### config.mk
export PLATFORM = sky130hd
export DESIGN_NAME = rgb_assembler
export DESIGN_NICKNAME = d
export VERILOG_FILES = /design/src/rtl/rgb_pkg.sv /design/src/rtl/rgb_timeout_cnt.sv /design/src/rtl/rgb_assembler.sv
export SDC_FILE = /design/constraint.sdc
export NUM_CORES = 1
export LEC_CHECK = 0
export ABC_AREA = 1
export CAP_MARGIN = 20
export CORE_MARGIN = 3
export CORE_UTILIZATION = 51
export DETAILED_ROUTE_END_ITERATION = 16
export GPL_TIMING_DRIVEN = 0
export PLACE_DENSITY = 0.76
export SYNTH_ARGS = -nofsm -noshare
export SYNTH_HDL_FRONTEND = slang
export SYNTH_SLANG_ARGS = --single-unit
export TNS_END_PERCENT = 5
### constraint.sdc
create_clock -name clk -period 4.5 [get_ports clk]
set_input_delay 1.35 -clock clk [delete_from_list [all_inputs] [get_ports clk]]
set_output_delay 1.35 -clock clk [all_outputs]
set_load 0.005 [all_outputs]
### src/rtl/rgb_pkg.sv
// rgb_pkg: shared types and constants for the RGB assembler.
//   lane_e  - direct-mode lane select encoding (switches input)
//   state_e - sequential-frame FSM states
//   put_lane - writes one byte lane of a shadow word (or clears it)
package rgb_pkg;

    localparam int unsigned LANE_W = 8;
    localparam int unsigned RGB_W  = 3 * LANE_W;

    typedef enum logic [1:0] {
        LANE_B   = 2'b00,
        LANE_G   = 2'b01,
        LANE_R   = 2'b10,
        LANE_CLR = 2'b11
    } lane_e;

    typedef enum logic [2:0] {
        IDLE,
        GET0,
        GET1,
        GET2,
        COMMIT
    } state_e;

    function automatic logic [RGB_W-1:0] put_lane(input logic [RGB_W-1:0]  word,
                                                  input lane_e              lane,
                                                  input logic [LANE_W-1:0] data);
        logic [RGB_W-1:0] res;
        res = word;
        unique case (lane)
            LANE_B:   res[0*LANE_W +: LANE_W] = data;
            LANE_G:   res[1*LANE_W +: LANE_W] = data;
            LANE_R:   res[2*LANE_W +: LANE_W] = data;
            LANE_CLR: res = '0;
        endcase
        return res;
    endfunction

endpackage

### src/rtl/rgb_timeout_cnt.sv
// rgb_timeout_cnt: idle-cycle counter for sequential frames.
//   clk, reset - clock and synchronous active-high reset
//   clear      - forces the count back to zero (has priority over enable)
//   enable     - advances the count by one per cycle until expired
//   expired    - high while the count sits at TIMEOUT_CYCLES-1
module rgb_timeout_cnt #(
    parameter int unsigned TIMEOUT_CYCLES = 1000
) (
    input  logic clk,
    input  logic reset,
    input  logic clear,
    input  logic enable,
    output logic expired
);

    localparam int unsigned CntW = (TIMEOUT_CYCLES > 1) ? $clog2(TIMEOUT_CYCLES) : 1;
    localparam logic [CntW-1:0] LastCnt = CntW'(TIMEOUT_CYCLES - 1);

    logic [CntW-1:0] cnt_q;

    assign expired = (cnt_q == LastCnt);

    always_ff @(posedge clk) begin
        if (reset || clear) begin
            cnt_q <= '0;
        end else if (enable && !expired) begin
            cnt_q <= cnt_q + CntW'(1);
        end
    end

endmodule

### src/rtl/rgb_assembler.sv
// rgb_assembler: builds a 24-bit colour in a shadow register and commits it to rgb_out.
//   clk, reset  - clock and synchronous active-high reset
//   switches    - direct-mode lane select (B, G, R, clear)
//   channel_in  - data byte
//   load/commit - direct-mode write and copy strobes
//   seq_mode    - 1 selects the three-byte sequential protocol
//   byte_valid  - sequential-mode byte strobe
//   rgb_out     - committed colour; rgb_valid pulses on its first updated cycle
//   busy        - sequential frame in flight; lane_idx is the next lane expected
//   timeout_err - pulses once when a sequential frame is abandoned
module rgb_assembler import rgb_pkg::*; #(
    parameter int unsigned TIMEOUT_CYCLES = 1000
) (
    input  logic              clk,
    input  logic              reset,
    input  logic [1:0]        switches,
    input  logic [LANE_W-1:0] channel_in,
    input  logic              load,
    input  logic              commit,
    input  logic              seq_mode,
    input  logic              byte_valid,
    output logic [RGB_W-1:0]  rgb_out,
    output logic              rgb_valid,
    output logic              busy,
    output logic [1:0]        lane_idx,
    output logic              timeout_err
);

    state_e             state_q, state_d;
    logic [RGB_W-1:0]   shadow_q, shadow_d;
    logic [RGB_W-1:0]   rgb_q, rgb_d;
    logic               valid_q, valid_d;
    logic               terr_q, terr_d;
    logic               accept;
    logic               counting;
    logic               expired;

    // GET0 holds a frame whose lane 0 arrived during COMMIT, so it waits for lane 1 just like
    // GET1 and is also covered by the timeout, otherwise such a frame could never be abandoned.
    rgb_timeout_cnt #(
        .TIMEOUT_CYCLES (TIMEOUT_CYCLES)
    ) u_timeout_cnt (
        .clk     (clk),
        .reset   (reset),
        .clear   (accept || !counting),
        .enable  (counting),
        .expired (expired)
    );

    always_comb begin
        state_d  = state_q;
        shadow_d = shadow_q;
        rgb_d    = rgb_q;
        valid_d  = 1'b0;
        terr_d   = 1'b0;
        accept   = 1'b0;
        counting = 1'b0;
        unique case (state_q)
            IDLE: begin
                if (seq_mode) begin
                    if (byte_valid) begin
                        shadow_d = put_lane(shadow_q, LANE_B, channel_in);
                        accept   = 1'b1;
                        state_d  = GET1;
                    end
                end else begin
                    if (load) begin
                        shadow_d = put_lane(shadow_q, lane_e'(switches), channel_in);
                    end
                    // Commit sees this cycle's load: copy the post-write shadow.
                    if (commit) begin
                        rgb_d   = shadow_d;
                        valid_d = 1'b1;
                    end
                end
            end
            GET0, GET1, GET2: begin
                counting = 1'b1;
                if (!seq_mode || (!byte_valid && expired)) begin
                    shadow_d = rgb_q;
                    terr_d   = 1'b1;
                    state_d  = IDLE;
                end else if (byte_valid) begin
                    accept = 1'b1;
                    if (state_q == GET2) begin
                        shadow_d = put_lane(shadow_q, LANE_R, channel_in);
                        state_d  = COMMIT;
                    end else begin
                        shadow_d = put_lane(shadow_q, LANE_G, channel_in);
                        state_d  = GET2;
                    end
                end
            end
            COMMIT: begin
                // rgb_out takes the completed frame; a byte arriving now starts the next one.
                rgb_d   = shadow_q;
                valid_d = 1'b1;
                state_d = IDLE;
                if (seq_mode && byte_valid) begin
                    shadow_d = put_lane(shadow_q, LANE_B, channel_in);
                    accept   = 1'b1;
                    state_d  = GET0;
                end
            end
            default: state_d = IDLE;
        endcase
    end

    always_ff @(posedge clk) begin
        if (reset) begin
            state_q  <= IDLE;
            shadow_q <= '0;
            rgb_q    <= '0;
            valid_q  <= 1'b0;
            terr_q   <= 1'b0;
        end else begin
            state_q  <= state_d;
            shadow_q <= shadow_d;
            rgb_q    <= rgb_d;
            valid_q  <= valid_d;
            terr_q   <= terr_d;
        end
    end

    assign rgb_out     = rgb_q;
    assign rgb_valid   = valid_q;
    assign timeout_err = terr_q;
    assign busy        = (state_q != IDLE);

    always_comb begin
        lane_idx = 2'b00;
        unique case (state_q)
            GET0, GET1: lane_idx = 2'b01;
            GET2:       lane_idx = 2'b10;
            default:    lane_idx = 2'b00;
        endcase
    end

endmodule

==> results.py <==
metrics = {
    "run_status": {
        "status": "finished, final reports clean",
    },
    "worst_setup_path": {
        "cpPeakStageDelay_ns": 0.51,
        "crit_family": "buffers and inverters",
        "crit_buf_inv": 3,
        "cp_cell_sequence": "clkdlybuf4s50_1 -> inv_1 -> ha_1 -> nor2_2 -> buf_2 -> o21ai_0 -> o21ai_0 -> nand3_1 -> nor2_1 -> nor2_1",
        "crit_path_start_kind": "input port",
        "worstPathMaxFanout": 10,
        "cpMaxStageDelayCell": "clkdlybuf4s50_1",
        "cp_data_arrival_time_ns": 3.42,
        "end_kind": "register",
        "cp.required_ns": 4.74,
        "r2r_slack_ns": 2.53,
        "crit_type": "in -> reg",
    },
    "min_path": {
        "hp-class": "reg -> reg",
    },
    "clock_network": {
        "clock_path_buffers": 2,
        "cts_setup_buffers": 0,
        "cts_buffers": 9,
        "clk_pin_slew_ns": 0.07,
        "ctsHtreeMaxLevel": 3,
        "clk_latency_ns": 0.34,
        "cts_tree": "built",
        "clock-sinks": 63,
        "root_buffer": "clkbuf_8",
        "hold_buffers": 0,
        "cts-resized-gates": 0,
    },
    "sta": {
        "period_share": 0.707,
        "worst_pin_slew_ns": 0.726,
        "setup_viol": 0,
        "finClkSkew_ns": 0.00861,
        "slew_violations": 0,
        "fmax_ghz": 0.314,
        "final_hold_viol_count": 0,
        "rsz0062_at_grt": "false",
        "layout_min_cycle_time_ns": 3.18,
        "setup_tns_ns": 0,
        "worst_slack_ns": 1.32,
        "slew-limit-headroom": 0.516,
    },
    "power": {
        "clkPwrFrac": 0.315,
        "p_sw_frac": 0.353,
        "p_leak_nw": 2.18,
        "power_mw": 1.92,
        "comb_power_share": 0.344,
        "sequentialPowerShare": 0.341,
        "p_sw_mw": 0.678,
        "ir_worst_vdd_v": 0.000287,
        "internal-power_mw": 1.24,
        "power_density_mw_per_mm2": 401,
    },
    "placed_design": {
        "io_buffers": 43,
        "place_ws_ns": 1.03,
        "gp_routability_congestion": 0.967,
        "place_area_mm2": 0.00455,
        "placed_cells": 795,
        "dp_hpwl_um": 8950,
    },
    "floorplan": {
        "coreArea_mm2": 0.00741,
        "die_w_um": 94.5,
        "dieArea_mm2": 0.00893,
        "io_pins": 45,
        "start_util": 0.539,
        "num_rows": 31,
        "die_h_um": 94.5,
    },
    "global_route": {
        "grt_usage": 0.290,
        "grt_max_degree": 11,
        "grt_overflow": 0,
        "first_global_vias": 4190,
        "grt_pass1_wl_um": 20200,
        "antenna_found_initial": 0,
    },
    "cells_and_area": {
        "stdcell_count": 811,
        "n_antenna_cell": 0,
        "final_nets": 728,
        "drive_gt1_frac": 0.0871,
        "syn2layout_area_growth_pct": 19.9,
        "nFillCells": 705,
        "finalInstanceArea_mm2": 0.00479,
    },
    "routing": {
        "drtIter0Drc": 360,
        "drt-total-wl_um": 12500,
        "drt_drc_violations_left": 0,
        "routed-via-count": 4562,
        "firstDrtPassIters": 8,
        "viasPerCell": 5.63,
        "routedWlPerCell_um": 15.5,
        "antenna_left": 0,
    },
    "run": {
        "max_cap_violations": 0,
    },
    "synth": {
        "syn_inst": 653,
        "synth_area_per_cell_um2": 6.12,
        "synth_top_cell_by_area": "dfxtp_1",
        "ys_top_cells_by_area": "dfxtp_1, nand2_1, nor2_1, inv_1, nand3_1",
        "synth_flop_cell": "dfxtp_1",
        "synth_top_area_share": 0.316,
        "syn-num-nets": 674,
        "netlist_area_mm2": 0.00400,
        "synth-edff-count": 0,
        "yosysSeqAreaShare": 0.316,
        "synth.distinct_cells": 33,
        "yosys_warnings": 0,
        "postSynth.asyncResetShare": 0,
        "ys_seq_elements": 63,
    },
}
-- cells by family after synthesis --
logic type,Yosys count,synth area share
xor gates and xnor gates,1,0.00219
adders and majority gates,5,0.0157
AOI/OAI and AO/OA,97,0.147
and+or+nand+nor,369,0.396
DFF,63,0.316
buffers and inverters,118,0.123
-- Yosys cell counts (all sizes together) (5+ instances only) --
master,n
nor3,5
nand3,51
a21oi,32
buf,19
o221ai,9
nand2,206
dfxtp,63
inv,88
clkbuf,10
o211ai,11
o21ai,26
o22ai,14
nand4,9
ha,5
nor2,96
-- worst paths after layout --
kind	startpoint	endpoint	cells after the start
worst max register to register	u_timeout_cnt.cnt_q[0]	shadow_q[20]	11
worst min-delay path	shadow_q[2]	rgb_out[2]	2
worst min register to register	shadow_q[2]	rgb_out[2]	2
worst max-delay path	switches[0]	shadow_q[3]	10
-- through the flow --
step / utilization / hold WS, ns
after global routing: 0.646 / 0.513
after floorplan: - / 0.452
after detailed placement: 0.614 / 0.477
after CTS: 0.646 / 0.488
final: 0.646 / 0.486
after global placement: 0.614 / 0.464
-- per-layer routing --
metal  vias up  global-route usage  share of wire
met4         0               0.123          0.031
li1       2190                   -              -
met3        42              0.0749          0.096
met5         -              0.0298              0
met2       248               0.458           0.45
met1      2082               0.374           0.42
-- final cells by class --
cell class	instances	area (µm²)	share of cell area
inverters	89	334	0.0698
well taps	99	124	0.0259
clock buffers	13	149	0.0311
multi-input cells	472	2240	0.468
clock inverters	3	90.1	0.0188
flip-flops and latches	63	1260	0.263
repair buffers	43	430	0.0899
plain buffers	29	159	0.0332
-- state kept, by name, indices dropped and copies added, names as in the netlist --
name / flops
rgb_out: 24
shadow_q: 24
u_timeout_cnt.cnt_q: 10
state_q: 3
rgb_valid: 1
timeout_err: 1
-- worst register-to-register path, cell delays in order, from the launching register on --
cell and delay (ns):
dfxtp_1 0.39, ha_1 0.23, inv_1 0.06, nor2_1 0.12
nand3_2 0.18, nand2_4 0.19, nand2_4 0.13, nand3_2 0.10
buf_4 0.19, nand3_1 0.08, nor2_1 0.12, nor2_1 0.06
-- power by group through the flow --
stage / logic, mW / clock network [mW] / registers [mW]
final: 0.662 / 0.605 / 0.654
after floorplan: 0.462 / 0 / 0.662
after global placement: 0.632 / 0 / 0.664
after CTS: 0.649 / 0.610 / 0.654
after detailed placement: 0.644 / 0 / 0.667
after global routing: 0.742 / 0.641 / 0.662
-- layout by cell type, fill, tap and decap left out, drive strengths merged --
cell type,netlist,layout
nor4,1,1
a22oi,1,1
clkbuf,10,23
clkdlybuf4s50,0,43
nand2,206,206
ha,5,5
bufinv,0,3
o21ai,26,26
nor2,96,96
o221ai,9,9
nand3b,1,1
o22ai,14,14
inv,88,88
nor3,5,5
xnor2,1,1
dfxtp,63,63
a21oi,32,32
o211ai,11,11
nand4,9,9
nand3,51,51
clkinv,1,1
a31oi,4,4
buf,19,19
No activity file was read; power rests on OpenSTA's default activity.
